## config.mk

```make
export PLATFORM = sky130hd
export DESIGN_NAME = traffic_light_monitor
export DESIGN_NICKNAME = d
export VERILOG_FILES = /design/src/rtl/traffic_light_monitor_pkg.sv /design/src/rtl/traffic_light_monitor_phase_timer.sv /design/src/rtl/traffic_light_monitor.sv
export SDC_FILE = /design/constraint.sdc
export NUM_CORES = 1
export LEC_CHECK = 0
export BUFFER_PORTS_ARGS = -buffer_cell sky130_fd_sc_hd__buf_4
export CORE_AREA = 2 2 57 59
export DETAILED_ROUTE_END_ITERATION = 10
export DIE_AREA = 0 0 59 61
export PLACE_DENSITY_LB_ADDON = 0.25
export SKIP_LAST_GASP = 1
export SYNTH_ARGS = -nofsm -noshare
export SYNTH_HDL_FRONTEND = slang
export SYNTH_SLANG_ARGS = --single-unit
```

## constraint.sdc

```tcl
create_clock -name clk -period 3.6 [get_ports clk]
set_input_delay 0.36 -clock clk [delete_from_list [all_inputs] [get_ports clk]]
set_output_delay 0.36 -clock clk [all_outputs]
set_load 0.01 [all_outputs]
```

## src/rtl/traffic_light_monitor_pkg.sv

```systemverilog
// Shared definitions for the traffic-light monitor: light codes, tracking
// modes and the default phase lengths of the nominal controller.
package traffic_light_monitor_pkg;

   typedef enum logic [1:0] {
      L_OFF    = 2'd0,
      L_GREEN  = 2'd1,
      L_YELLOW = 2'd2,
      L_RED    = 2'd3
   } light_t;

   typedef enum logic [1:0] {
      M_IDLE   = 2'd0,
      M_GREEN  = 2'd1,
      M_YELLOW = 2'd2,
      M_RED    = 2'd3
   } mode_t;

   localparam int DEF_GREEN_LEN  = 25;
   localparam int DEF_YELLOW_LEN = 3;
   localparam int DEF_RED_LEN    = 14;
   localparam int DEF_CNT_W      = 6;

endpackage

```

## src/rtl/traffic_light_monitor_phase_timer.sv

```systemverilog
// Registers the incoming light code, flags a code change and counts how long
// the current code has been held (saturating).
module traffic_light_monitor_phase_timer
   import traffic_light_monitor_pkg::*;
#(
   parameter int CNT_W = DEF_CNT_W
) (
   input  logic             clk,
   input  logic             reset,
   input  logic [1:0]       state_in,
   output logic             change,
   output logic [CNT_W-1:0] run
);

   logic [1:0] state_q;

   assign change = (state_in != state_q);

   // The first sample of a new code counts as 1, so run equals the phase
   // length once the last sample of that phase has been taken.
   always_ff @(posedge clk or posedge reset) begin
      if (reset) begin
         state_q <= L_OFF;
         run     <= '0;
      end else begin
         state_q <= state_in;
         if (change) begin
            run <= CNT_W'(1);
         end else if (run != {CNT_W{1'b1}}) begin
            run <= run + CNT_W'(1);
         end
      end
   end

endmodule

```

## src/rtl/traffic_light_monitor.sv

```systemverilog
// Consumer-side checker of the light controller: tracks G->Y->R, checks phase
// lengths, keeps sticky fault flags and drives the pedestrian walk signal.
module traffic_light_monitor
   import traffic_light_monitor_pkg::*;
#(
   parameter int GREEN_LEN  = DEF_GREEN_LEN,
   parameter int YELLOW_LEN = DEF_YELLOW_LEN,
   parameter int RED_LEN    = DEF_RED_LEN,
   parameter int CNT_W      = DEF_CNT_W
) (
   input  logic             clk,
   input  logic             reset,
   input  logic [1:0]       state_in,
   input  logic             clr_err,
   output logic             walk,
   output logic [CNT_W-1:0] walk_countdown,
   output logic [CNT_W-1:0] phase_len,
   output logic             err_seq,
   output logic             err_len,
   output logic             locked
);

   localparam logic [CNT_W-1:0] GREEN_L  = CNT_W'(GREEN_LEN);
   localparam logic [CNT_W-1:0] YELLOW_L = CNT_W'(YELLOW_LEN);
   localparam logic [CNT_W-1:0] RED_L    = CNT_W'(RED_LEN);

   function automatic logic [CNT_W-1:0] len_of(input mode_t m);
      case (m)
         M_GREEN:  len_of = GREEN_L;
         M_YELLOW: len_of = YELLOW_L;
         M_RED:    len_of = RED_L;
         default:  len_of = '0;
      endcase
   endfunction

   function automatic mode_t next_mode(input mode_t m);
      case (m)
         M_GREEN:  next_mode = M_YELLOW;
         M_YELLOW: next_mode = M_RED;
         M_RED:    next_mode = M_GREEN;
         default:  next_mode = M_IDLE;
      endcase
   endfunction

   function automatic logic [1:0] next_code(input mode_t m);
      case (m)
         M_GREEN:  next_code = L_YELLOW;
         M_YELLOW: next_code = L_RED;
         M_RED:    next_code = L_GREEN;
         default:  next_code = L_GREEN;
      endcase
   endfunction

   logic             change;
   logic [CNT_W-1:0] run;

   traffic_light_monitor_phase_timer #(
      .CNT_W (CNT_W)
   ) u_timer (
      .clk      (clk),
      .reset    (reset),
      .state_in (state_in),
      .change   (change),
      .run      (run)
   );

   mode_t            mode_q, mode_d;
   logic             clean_q, clean_d;
   logic             locked_q, locked_d;
   logic             err_seq_q, err_seq_d;
   logic             err_len_q, err_len_d;
   logic [CNT_W-1:0] phase_len_q, phase_len_d;
   logic             seq_evt, len_evt;

   always_ff @(posedge clk or posedge reset) begin
      if (reset) begin
         mode_q      <= M_IDLE;
         clean_q     <= 1'b0;
         locked_q    <= 1'b0;
         err_seq_q   <= 1'b0;
         err_len_q   <= 1'b0;
         phase_len_q <= '0;
      end else begin
         mode_q      <= mode_d;
         clean_q     <= clean_d;
         locked_q    <= locked_d;
         err_seq_q   <= err_seq_d;
         err_len_q   <= err_len_d;
         phase_len_q <= phase_len_d;
      end
   end

   always_comb begin
      mode_d      = mode_q;
      clean_d     = clean_q;
      locked_d    = locked_q;
      phase_len_d = phase_len_q;
      seq_evt     = 1'b0;
      len_evt     = 1'b0;

      if (mode_q == M_IDLE) begin
         // Tracking only starts on a fresh green entry, whose length is unknown.
         if (change && (state_in == L_GREEN)) begin
            mode_d  = M_GREEN;
            clean_d = 1'b1;
         end
      end else if (change) begin
         phase_len_d = run;
         if (state_in == next_code(mode_q)) begin
            if (run != len_of(mode_q)) begin
               len_evt = 1'b1;
               clean_d = 1'b0;
            end
            if ((mode_q == M_RED) && clean_q && (run == RED_L)) begin
               locked_d = 1'b1;
            end
            mode_d = next_mode(mode_q);
         end else begin
            seq_evt  = 1'b1;
            clean_d  = 1'b0;
            locked_d = 1'b0;
            mode_d   = M_IDLE;
         end
      end else if (run == len_of(mode_q)) begin
         // Phase held past its length: flag now rather than waiting for the exit.
         len_evt = 1'b1;
         clean_d = 1'b0;
      end

      err_seq_d = seq_evt | (err_seq_q & ~clr_err);
      err_len_d = len_evt | (err_len_q & ~clr_err);
   end

   assign walk           = locked_q && (mode_q == M_RED);
   assign walk_countdown = !walk ? '0 :
                           (run > RED_L) ? '0 : (RED_L - run);
   assign phase_len      = phase_len_q;
   assign err_seq        = err_seq_q;
   assign err_len        = err_len_q;
   assign locked         = locked_q;

endmodule

```

# Word level (Yosys, flattened, before mapping)
# Index checks and enable logic that the tools add are counted.
dict set report classes {
  eq_ne 13
  div_mod_pow 0
  add_sub_neg 2
  order_cmp 1
  n_mux 34
  bitwise_logic 6
  shifts 0
  mul 0
  n_reduce_logical 12
}
# op count
set op_table {}
lappend op_table {{$mux W6} 9}
lappend op_table {{$mux W1} 16}
lappend op_table {{$pmux W5 S3} 1}
lappend op_table {{$mux W2} 6}
lappend op_table {{$add A6 B1 Y6 const B} 1}
lappend op_table {{$eq A6 B4 Y1 const B} 1}
lappend op_table {{$eq A6 B6 Y1} 1}
lappend op_table {{$gt A6 B4 Y1 const B} 1}
lappend op_table {{$ne A6 B6 Y1} 1}
lappend op_table {{$ne A6 B6 Y1 const B} 1}
lappend op_table {{$pmux W2 S3} 1}
lappend op_table {{$reduce_and A3 Y1} 2}
lappend op_table {{$sub A4 B6 Y6 const A} 1}
lappend op_table {{$eq A2 B1 Y1 const B} 2}
lappend op_table {{$eq A2 B2 Y1 const B} 2}
lappend op_table {{$logic_and A1 B1 Y1} 4}
lappend op_table {{$ne A2 B1 Y1 const B} 2}
lappend op_table {{$ne A4 B3 Y1 const B} 1}
lappend op_table {{$pmux W2 S2} 1}
lappend op_table {{$reduce_and A2 Y1} 2}
lappend op_table {{$reduce_bool A2 Y1} 2}
lappend op_table {{$reduce_bool A3 Y1} 1}
lappend op_table {{$and A1 B1 Y1} 2}
lappend op_table {{$eq A2 B2 Y1} 1}
lappend op_table {{4 further kinds} 6}
dict set report word_totals {
  mem_count 0
  output_inout_bits 16
  romBits 0
  mem_bits_rw 0
  inputBits 5
  latch_bits 0
  reg_bits 20
}

# Depth between registers and ports, before layout
# Gate-level depths: netlist of the first run.
dict set report depth {
  depth_word 14
  depth_mapped 7
  ltp_nobuf 7
}

# Hierarchy
# A second synthesis of the first run with hierarchy kept.
dict set report hier_totals {
  cells_unflattened 127
  area_unflattened_um2 1188.6
}
# module cells_per_inst seq_area_each_um2 n_inst area_per_inst_um2
set modules_own_cells {}
lappend modules_own_cells {traffic_light_monitor 91 300.3 1 815.8}
lappend modules_own_cells {traffic_light_monitor_phase_timer 36 200.2 1 372.9}

# Least setup slack after synthesis of the first run
# Ideal clock, no wire load.
dict set report synth_timing {
  kind {register to register}
  from {register mode_q[1]}
  to {register err_len_q (netlist: err_len)}
  path_stages_with_launch 8
  setup_time_ps 137
  arrival_time_ps 1524
  required_ps 3463
  slack_ps 1940
  period_less_slack_ps 1660
  n_path_buf 0
  cell_sequence {dfrtp_1 > inv_1 > ha_1 > and2_1 > o21ai_0 > nor2_1 > mux2i_1 > o22ai_1}
}
dict set report synth_between {
  elab_chain_len 11
}
# element line
set synth_rtl {}
lappend synth_rtl {{from (decl)} traffic_light_monitor.sv:67} ;# mode_t mode_q, mode_d;
lappend synth_rtl {{from (signal assigned)} traffic_light_monitor.sv:84} ;# mode_q <= mode_d;
lappend synth_rtl {{$eq A2 B2 Y1 (tied with other cells)} traffic_light_monitor.sv:28} ;# case (m)
lappend synth_rtl {{$pmux W5 S3} traffic_light_monitor.sv:28}
lappend synth_rtl {{$mux W6} traffic_light_monitor.sv:109} ;# if (state_in == next_code(mode_q)) begin
lappend synth_rtl {{$mux W6} traffic_light_monitor.sv:107} ;# end else if (change) begin
lappend synth_rtl {{$mux W6} traffic_light_monitor.sv:101} ;# if (mode_q == M_IDLE) begin
lappend synth_rtl {{$ne A6 B6 Y1} traffic_light_monitor.sv:110} ;# if (run != len_of(mode_q)) begin
lappend synth_rtl {{$mux W1} traffic_light_monitor.sv:110}
lappend synth_rtl {{$mux W1} traffic_light_monitor.sv:109}
lappend synth_rtl {{$mux W1} traffic_light_monitor.sv:107}
lappend synth_rtl {{$mux W1 (*)} traffic_light_monitor.sv:101}
lappend synth_rtl {{$or A1 B1 Y1 (*)} traffic_light_monitor.sv:131} ;# err_len_d = len_evt | (err_len_q & ~clr_err);
lappend synth_rtl {{net err_len_d} traffic_light_monitor.sv:71} ;# logic err_len_q, err_len_d;
lappend synth_rtl {{to (signal assigned)} traffic_light_monitor.sv:88} ;# err_len_q <= err_len_d;
lappend synth_rtl {{to (decl)} traffic_light_monitor.sv:71}
# The timed path passes the listed nets; every way through them passes the cells marked *. The select of a mux whose other input is x is not followed.
# A chain may end at the register's enable or synchronous reset.

# Final worst setup path of the first run
dict set report layout_timing {
  from {register mode_q[1]}
  to {output walk_countdown[3]}
}
dict set report layout_between {
  elab_chain_len 3
}
# element line
set layout_rtl {}
lappend layout_rtl {{$eq A2 B2 Y1} traffic_light_monitor.sv:134} ;# assign walk = locked_q && (mode_q == M_RED);
lappend layout_rtl {{$logic_and A1 B1 Y1} traffic_light_monitor.sv:134}
lappend layout_rtl {{$mux W6} traffic_light_monitor.sv:135} ;# assign walk_countdown = !walk ? '0 :
lappend layout_rtl {{to (decl)} traffic_light_monitor.sv:16} ;# output logic [CNT_W-1:0] walk_countdown,
# No other way between the ends.

==> metrics.md, run 1 <==
| Metric | Value |
|---|---|
| Synth Warn # | 0 |
| Multi-input gate area | 588 um^2 |
| WP data arrival | 1.68 ns |
| NumNets Final | around 150 |
| Fraction of the yosys area taken by sequential cells | 0.432 |
| WP data required | around 3.2 ns |
| Antenna cell count | 0 |
| Wirelength, routed | 2.42 mm |
| Crit. End Element | output pin |
| Clk sinks | 20 |
| Worst reg-to-reg setup slack | 1.65 ns |
| Non-Filler Instances | 166 |
| Worst flop-to-flop path endpoint | err_len$_DFF_PP0_ |
| TritonCTS clock tree | built |
| Row cnt | 20 |
| First-pass GRT wire length | 4.13 mm |
| Measured slew at the worst slew-check pin | approximately 0.78 ns |
| Number of placed instances with taps included | 162 |
| Die area | 0.00360 mm^2 |
| Post-synth top flop | dfrtp_1 |
| Lkg Pwr | 0.682 nW |
| CP startpoint kind | register |
| Drt pass-1 iters | 4 |
| Hpwl dp | 1.80 mm |
| Yosys top cell by area | dfrtp_1 |
| Clock skew | 0.00251 ns |
| Design Power | 0.827 mW |
| Fmax | 0.490 GHz |
| Layout cells sized above 1 | 0.226 |
| Via/cell ratio | 5.15 |
| Vias in the first global route | 833 |
| Fill cells | 287 |
| # setup viols final | 0 |
| Rel. slew slack | 0.480 |
| Reg area | 500 um^2 |
| Placer Congestion | 0.884 |
| Initial DRC count | 44 |
| PwrDens | 616 mW/mm^2 |
| Netlist Area Pre-Place | 0.00116 mm^2 |
| Final Cell Area | 0.00134 mm^2 |
| CTS hold repair buffers | 0 |
| Flop and latch count out of synthesis | 20 |
| DR vias | 855 |
| Clock-pin slew on the worst setup and hold paths | 0.12 ns |
| Final period util | 0.567 |
| Syn_nets | 128 |
| Critical setup path kind | reg2out |
| Clk root buf | clkbuf_4 |
| Starting density of the core | 0.392 |
| Max clock buf depth | 2 |
| Number of I/O port buffers | 19 |
| Core Area | 0.00295 mm^2 |
| H-Tree Depth | 1 |
| RSZ-0062 raised after global routing | false |
| FF-to-FF path depth | 7 |
| Async S/R FF share, synth | 1.00 |
| Placed inst area | 0.00131 mm^2 |
| Setup Fix Bufs, Post-CTS | 0 |
| Hold WC Path Type | in2async |
| Post-layout util | 0.455 |
| CP Launch Point | mode_q[1]$_DFFE_PP0P_ |
| Gate Count Post-Synth | roughly 120 |
| Largest net degree at the start of global routing | 21 |
| TritonCTS buffer count | 3 |
| Die Y | 61 um |
| RR Startpoint | mode_q[1]$_DFFE_PP0P_ |
| Hold WS | 0.185 ns |
| Share of the synthesized area in the top cell type | 0.432 |
| Outcome | finished, final reports clean |
| Max capacitance violation total | 0 |
| Antenna-violating nets left | 0 |
| Worst skew pair latency | 0.31 ns |
| Synth cell types | 33 |
| Initial antenna violation count | 0 |
| Fin. Hold Viols | 0 |
| Setup WS pre-CTS | 1.68 ns |
| CP Capture Point | walk_countdown[3] |
| Setup TNS | 0 ns |
| # IOs | 21 |
| WL/cell | 14.6 um |
| EDFF count, synth | 0 |
| Area delta synth->final | 16.0% |
| # resized after CTS | 0 |
| Syn Area/Cell | 10.1 um^2 |
| Peak VDD IR | 0.000424 V |
| GR Overflow Total | 0 |
| Crit Path Max Fanout | 6 |
| Top cells by area, synth | dfrtp_1 43%, ha_1 8.6%, xor2_1 6.1% |
| Min Clock Period, post-route | 2.04 ns |
| # DRC | 0 |
| Slew Limit Fails | 0 |
| Setup WS post-layout | 1.56 ns |
| Total GRT Usage | 0.155 |
| Die X-Extent | 59 um |
how the worst min path moves through the flow:
stage / from / to / cells after the start
floorplan: reset / clean_q$_DFFE_PP0P_ / 1
global placement: phase_len[0]$_DFFE_PP0P_ / phase_len[0]$_DFFE_PP0P_ / 1
detailed placement: phase_len[0]$_DFFE_PP0P_ / phase_len[0]$_DFFE_PP0P_ / 1
CTS: state_in[0] / u_timer.state_q[0]$_DFF_PP0_ / 1
global route: state_in[0] / u_timer.state_q[0]$_DFF_PP0_ / 1
finish: reset / phase_len[3]$_DFFE_PP0P_ / 2
layer usage:
layer	track usage	share of wire	wire, um	vias to the layer above
li1	-	-	-	417
met3	0.0426	0.049	119	4
met1	0.215	0.48	1170	412
met5	0	0	0	-
met4	0.0390	0.014	34	0
met2	0.243	0.45	1100	22
cell families (layout without fill, tap and decap cells):
group	Yosys count	in the layout	share of synthesized area
AOI/OAI and AO/OA	17	17	0.0897
xor gates and xnor gates	11	11	0.0832
adders and majority gates	8	8	0.0865
buffers and inverters	14	32	0.0594
DFF	20	20	0.432
muxes	9	9	0.0843
other	1	1	0.00324
and+or+nand+nor	35	35	0.161
flip-flops by register name (all words and copies together) (netlist names):
signal and cells:
clean_q 1, mode_q 2, u_timer.run 6, err_len 1, locked 1, u_timer.state_q 2
err_seq 1, phase_len 6
synthesized netlist by cell type, types with 2 or more instances:
master	number
dfrtp_1	20
nor2_1	11
inv_1	9
ha_1	8
nand2_1	8
xor2_1	8
mux2_2	5
nand3_1	5
o21ai_0	5
and2_1	4
a21oi_1	3
mux2i_1	3
xnor2_1	3
a31oi_1	2
and3_1	2
buf_4	2
final cells by class:
cell class	instances	share of cell area
multi-input cells	81	0.438
flip-flops and latches	20	0.373
repair buffers	19	0.106
well taps	33	0.0308
clock buffers	4	0.0270
inverters	9	0.0252
critical path: stages, from the launching register on:
cell	delay [ns]
dfrtp_1	0.45
ha_1	0.26
and2_1	0.19
nand3_1	0.18
nor2b_1	0.16
buf_4	0.13
cell usage in the layout (no fill, tap or decap), types with 2 or more instances in the layout:
cell type and n:
mux2i_1 3, nand2_1 8, nand3_1 5, a31oi_1 2
and2_1 4, dfrtp_1 20, xnor2_1 3, o21ai_0 5
ha_1 8, buf_4 19, nor2_1 11, mux2_2 5
a21oi_1 3, and3_1 2, xor2_1 8, clkbuf_4 3
inv_1 9
report_power, final:
group / leakage, nW / switching [mW] / internal, mW
clock: 0.0210 / 0.0737 / 0.0617
combinational: 0.402 / 0.215 / 0.170
sequential: 0.259 / 0.0396 / 0.268
total: 0.682 / 0.328 / 0.500
Note: power is estimated with default switching activity, not from simulation.
==> run 2, diff against run 1 <==
==> constraint.sdc (replaced) <==
create_clock -name clk -period 2 [get_ports clk]
set_input_delay 0.2 -clock clk [delete_from_list [all_inputs] [get_ports clk]]
set_output_delay 0.2 -clock clk [all_outputs]
set_load 0.01 [all_outputs]
==> metrics.md, run 2 (synthesis gave the netlist of run 1 again) <==
| Metric | Value |
|---|---|
| Wirelength, routed | between 2 and 2.5 mm |
| Row cnt | 20 |
| Antenna-violating nets left | 0 |
| Outcome | finished, final reports clean |
| Placer Congestion | 0.884 |
| Die X-Extent | 59 um |
| Vias in the first global route | ~840 |
| Area delta synth->final | 16.8% |
| H-Tree Depth | 1 |
| # IOs | 21 |
| Clk sinks | 20 |
| Clock-pin slew on the worst setup and hold paths | 0.11 ns |
| Min Clock Period, post-route | 1.85 ns |
| Largest stage delay on the critical path | 0.43 ns |
| Number of I/O port buffers | 19 |
| Worst flop-to-flop path endpoint | err_len$_DFF_PP0_ |
| Hold WS | 0.0284 ns |
| FF-to-FF path depth | 7 |
| Fill cells | 279 |
| DR vias | 856 |
| CP Cell Sequence | inv_1, ha_1, and2_1, o21ai_1, nor2_1, mux2i_1, o22ai_1 |
| Total GRT Usage | 0.147 |
| Most frequent cells in the layout | 20 x buf_4, 19 x dfrtp_1, 11 x nor2_1 |
| GR Overflow Total | 0 |
| P_int | between 0.9 and 1 mW |
| Peak VDD IR | 0.000670 V |
| Final Cell Area | around 0.0014 mm^2 |
| Crit Path Max Fanout | 5 |
| Setup WS pre-CTS | 0.0718 ns |
| Switch share | 0.394 |
| Die Y | just over 60 um |
| Antenna cell count | 0 |
| WP data required | 2.18 ns |
| Fmax | 0.539 GHz |
| Number of placed instances with taps included | about 160 |
| Flop pwr share | 0.366 |
| Post-layout util | 0.458 |
| WP data arrival | 2.03 ns |
| Starting density of the core | 0.392 |
| RR Startpoint | mode_q[0]$_DFFE_PP0P_ |
| Hpwl dp | 1.75 mm |
| Die area | approximately 0.0036 mm^2 |
| Design Power | 1.50 mW |
| Met3 usage | 0.0213 |
| Lkg Pwr | between 0.6 and 0.7 nW |
| GRT busiest layer | met2 |
| Core Area | between 0.002 and 0.003 mm^2 |
| NumNets Final | 148 |
| Leading cell type in the layout, fill and taps excluded | buf_4 |
| Drt pass-1 iters | 4 |
| Multi-input gate area | 588 um^2 |
| CP Buf/Inv Count | 1 |
| Final period util | 0.927 |
| Setup WS post-layout | 0.146 ns |
| Fin. Hold Viols | 0 |
| Crit. End Element | register |
| Non-Filler Instances | 167 |
| GRT met1 Usage | 0.191 |
| TritonCTS clock tree | built |
| PwrDens | 1110 mW/mm^2 |
| CTS hold repair buffers | 0 |
| Hold WC Path Type | in2async |
| Layout cells sized above 1 | 0.239 |
| # setup viols final | 0 |
| Rel. slew slack | 0.487 |
| Measured slew at the worst slew-check pin | 0.768 ns |
| P_sw | between 0.5 and 0.6 mW |
| Placed inst area | approximately 0.0013 mm^2 |
| Critical path's slowest cell | dfrtp_1 |
| Met2 Use GR | 0.244 |
| Worst skew pair latency | ~0.30 ns |
| Critical setup path kind | reg2reg |
| First-pass GRT wire length | 3.93 mm |
| Worst reg-to-reg setup slack | 0.15 ns |
| CP top delay family | flip-flops |
| CP startpoint kind | register |
| Slew Limit Fails | 0 |
| WL/cell | 14.3 um |
| Logic pwr share | 0.477 |
| Via/cell ratio | 5.13 |
| Initial antenna violation count | 0 |
| Reg area | 502 um^2 |
| Clock share of power | 0.157 |
| TritonCTS buffer count | 3 |
| RSZ-0062 raised after global routing | false |
| Largest net degree at the start of global routing | 21 |
| Setup TNS | 0 ns |
| Clock skew | 0.00277 ns |
| # DRC | 0 |
| Max capacitance violation total | 0 |
| Clk root buf | clkbuf_4 |
| Initial DRC count | 31 |
| Max clock buf depth | 2 |
-- run 2: changes by cell type in the layout (fill, tap and decap cells not counted) --
cell,delta
o21ai_0,-1
buf_4,+1
o21ai_1,+1
dfrtp_1,-1
dfrtp_2,+1
-- run 2: layer usage --
| metal | part of all wire | wire (um) | up-vias |
|---|---|---|---|
| li1 | - | - | 424 |
| met1 | 0.47 | 1130 | 406 |
| met2 | 0.49 | 1170 | 22 |
| met3 | 0.030 | 72 | 4 |
| met4 | 0.011 | 27 | 0 |
| met5 | 0 | 0 | - |
-- run 2: area by class of cell --
type,count,area share
multi-input combinational,81,0.435
clock buffer,4,0.0269
tap,33,0.0306
sequential,20,0.371
timing repair buffer,20,0.111
inverter,9,0.0250
-- run 2: how the worst max path moves through the flow --
stage / start / to / slack (ns) / cells after the start
5_1_grt: u_timer.run[0]$_DFFE_PP0P_ / walk_countdown[3] / 0.04 / 5
4_1_cts: mode_q[0]$_DFFE_PP0P_ / err_len$_DFF_PP0_ / 0.03 / 7
3_3_place_gp: mode_q[1]$_DFFE_PP0P_ / err_len$_DFF_PP0_ / 0.23 / 7
6_report: mode_q[0]$_DFFE_PP0P_ / err_len$_DFF_PP0_ / 0.15 / 7
2_1_floorplan: mode_q[1]$_DFFE_PP0P_ / err_len$_DFF_PP0_ / 0.34 / 7
3_5_place_dp: mode_q[0]$_DFFE_PP0P_ / err_len$_DFF_PP0_ / 0.07 / 7
-- run 2: power by group through the flow --
| stage | combinational, mW | sequential, mW | clock, mW |
|---|---|---|---|
| after floorplan | 0.512 | 0.560 | 0 |
| after global placement | 0.676 | 0.547 | 0 |
| after detailed placement | 0.705 | 0.553 | 0 |
| after CTS | 0.712 | 0.545 | 0.249 |
| after global routing | 0.791 | 0.562 | 0.260 |
| final | 0.714 | 0.548 | 0.235 |
-- run 2: repair_timing --
item | 4_1_cts | 5_1_grt
endpoints found under the setup margin | 0 | 4
resized for setup | 0 | 2
buffers inserted | 0 | 0
==> run 3, diff against run 2 <==
--- a/config.mk
+++ b/config.mk
@@ -10,6 +10,7 @@
 export DETAILED_ROUTE_END_ITERATION = 10
 export DIE_AREA = 0 0 59 61
 export PLACE_DENSITY_LB_ADDON = 0.25
+export REMOVE_ABC_BUFFERS = 1
 export SKIP_LAST_GASP = 1
 export SYNTH_ARGS = -nofsm -noshare
 export SYNTH_HDL_FRONTEND = slang
==> metrics.md, run 3 (synthesis gave the netlist of run 1 again) <==
| Metric | Value |
|---|---|
| Antenna-violating nets left | 0 |
| Clock skew | 0.00281 ns |
| Clock-pin slew on the worst setup and hold paths | ~0.12 ns |
| CTS hold repair buffers | 0 |
| Critical path's slowest cell | dfrtp_1 |
| Max clock buf depth | 2 |
| WP data arrival | 1.64 ns |
| Wirelength, routed | roughly 2.2 mm |
| Hpwl dp | 1.73 mm |
| CP startpoint kind | register |
| Worst skew pair latency | 0.30 ns |
| Top sig layer | met4 |
| Hold WC Path Type | in2async |
| Non-Filler Instances | 166 |
| Max capacitance violation total | 0 |
| GR Overflow Total | 0 |
| Drt pass-1 iters | 4 |
| Via/cell ratio | 5.01 |
| Measured slew at the worst slew-check pin | 0.778 ns |
| Largest stage delay on the critical path | 0.47 ns |
| CP Buf/Inv Count | 1 |
| CP Cell Sequence | ha_1, and2_1, nand3_1, nor2b_1, buf_4 |
| # IOs | 21 |
| Crit. End Element | output pin |
| TritonCTS buffer count | 3 |
| Critical setup path kind | reg2out |
| Metal2 WL | roughly 960 um |
| # DRC | 0 |
| Peak VDD IR | between 0.0008 and 0.0009 V |
| Layout cells sized above 1 | 0.233 |
| Die area | 0.00360 mm^2 |
| Number of placed instances with taps included | about 160 |
| NumNets Final | 147 |
| Multi-input gate area | 592 um^2 |
| Fin. Hold Viols | 0 |
| Crit Path Max Fanout | 6 |
| Antenna cell count | 0 |
| DR vias | 831 |
| Setup Fix Bufs, Post-CTS | 0 |
| Initial DRC count | 21 |
| Row cnt | 20 |
| # setup viols final | 0 |
| Die Y | 61 um |
| H-Tree Depth | 1 |
| Leading cell type in the layout, fill and taps excluded | dfrtp_1 |
| CP top delay family | simple AND/OR/NAND/NOR gates |
| WL/cell | 13.5 um |
| Clk root buf | clkbuf_4 |
| TritonCTS clock tree | built |
| Vias in the first global route | 818 |
| Setup TNS | 0 ns |
| Largest net degree at the start of global routing | 21 |
| Fill cells | 291 |
| Slew Limit Fails | 0 |
| Initial antenna violation count | 0 |
| Area delta synth->final | 17.7% |
| PwrDens | 1170 mW/mm^2 |
| Number of I/O port buffers | 19 |
| Lkg Pwr | 0.690 nW |
| Final period util | 0.918 |
| Outcome | finished, final reports clean |
| Starting density of the core | 0.392 |
| Placer Congestion | 0.874 |
| Fmax | 0.544 GHz |
| FF-to-FF path depth | 7 |
| WP data required | 1.80 ns |
| M1 WL | 1.15 mm |
| Clk sinks | 20 |
| First-pass GRT wire length | 3.87 mm |
| Most frequent cells in the layout | 20 x dfrtp_1, 19 x buf_4, 11 x nor2_1 |
| Min Clock Period, post-route | 1.84 ns |
| Rel. slew slack | 0.481 |
| Die X-Extent | 59 um |
| Reg area | 500 um^2 |
| Core Area | 0.00295 mm^2 |
| Critical path depth | 5 |
| Post-layout util | 0.461 |
| Total GRT Usage | 0.142 |
| RSZ-0062 raised after global routing | false |
| Met3 wire length | 97 um |
==> run 3: cell type report <==
cell class | instances | area share
Tap cell | 33 | 0.0303
Clock inverter | 1 | 0.0220
Inverter | 9 | 0.0248
Sequential cell | 20 | 0.367
Clock buffer | 3 | 0.0165
Multi-Input combinational cell | 81 | 0.434
Timing Repair Buffer | 19 | 0.105
==> run 3: report_power, final <==
| part | internal, mW | switching [mW] |
|---|---|---|
| combinational | 0.315 | 0.393 |
| clock | 0.202 | 0.132 |
| sequential | 0.481 | 0.0696 |
==> run 3: worst register-to-register path: cells and delay by family, from the launching register on <==
family,cells,cell delay [ns]
muxes,1,0.18
adders and majority gates,1,0.33
DFF,1,0.47
and+or+nand+nor,2,0.31
buffers and inverters,1,0.13
xor gates and xnor gates,1,0.17
AOI/OAI and AO/OA,1,0.10
==> run 3: metal layers <==
layer	global-route usage	vias to the layer above
met3	0.0256	4
li1	-	422
met4	0.0519	0
met5	0	-
met2	0.219	20
met1	0.199	385
==> run 3: path summary, 6_finish.rpt <==
path / start / endpoint / slack, ns
min: reset / phase_len[0]$_DFFE_PP0P_ / 0.03
max reg2reg: mode_q[1]$_DFFE_PP0P_ / err_len$_DFF_PP0_ / 0.20
min in group clk: state_in[0] / u_timer.state_q[0]$_DFF_PP0_ / 0.03
max in group asynchronous: reset / u_timer.run[1]$_DFFE_PP0P_ / 1.49
min reg2reg: phase_len[0]$_DFFE_PP0P_ / phase_len[0]$_DFFE_PP0P_ / 0.51
max: mode_q[1]$_DFFE_PP0P_ / walk_countdown[3] / 0.16
==> run 3: repair_timing <==
action | 4_1_cts | 5_1_grt
hold endpoints to repair | 0 | 0
endpoints found under the setup margin | 0 | 3
gates resized for setup | 0 | 2
==> run 3: metrics by stage <==
step | area, um^2 | power, mW | setup slack, ns | hold WS [ns]
after floorplan | 1120 | 1.06 | 0.336 | 0.164
after global placement | 1310 | 1.24 | 0.234 | 0.348
after detailed placement | 1310 | 1.26 | 0.0797 | 0.352
after CTS | 1360 | 1.59 | 0.0574 | 0.0328
after global routing | 1360 | 1.70 | 0.00301 | 0.0325
final | 1360 | 1.59 | 0.163 | 0.0279
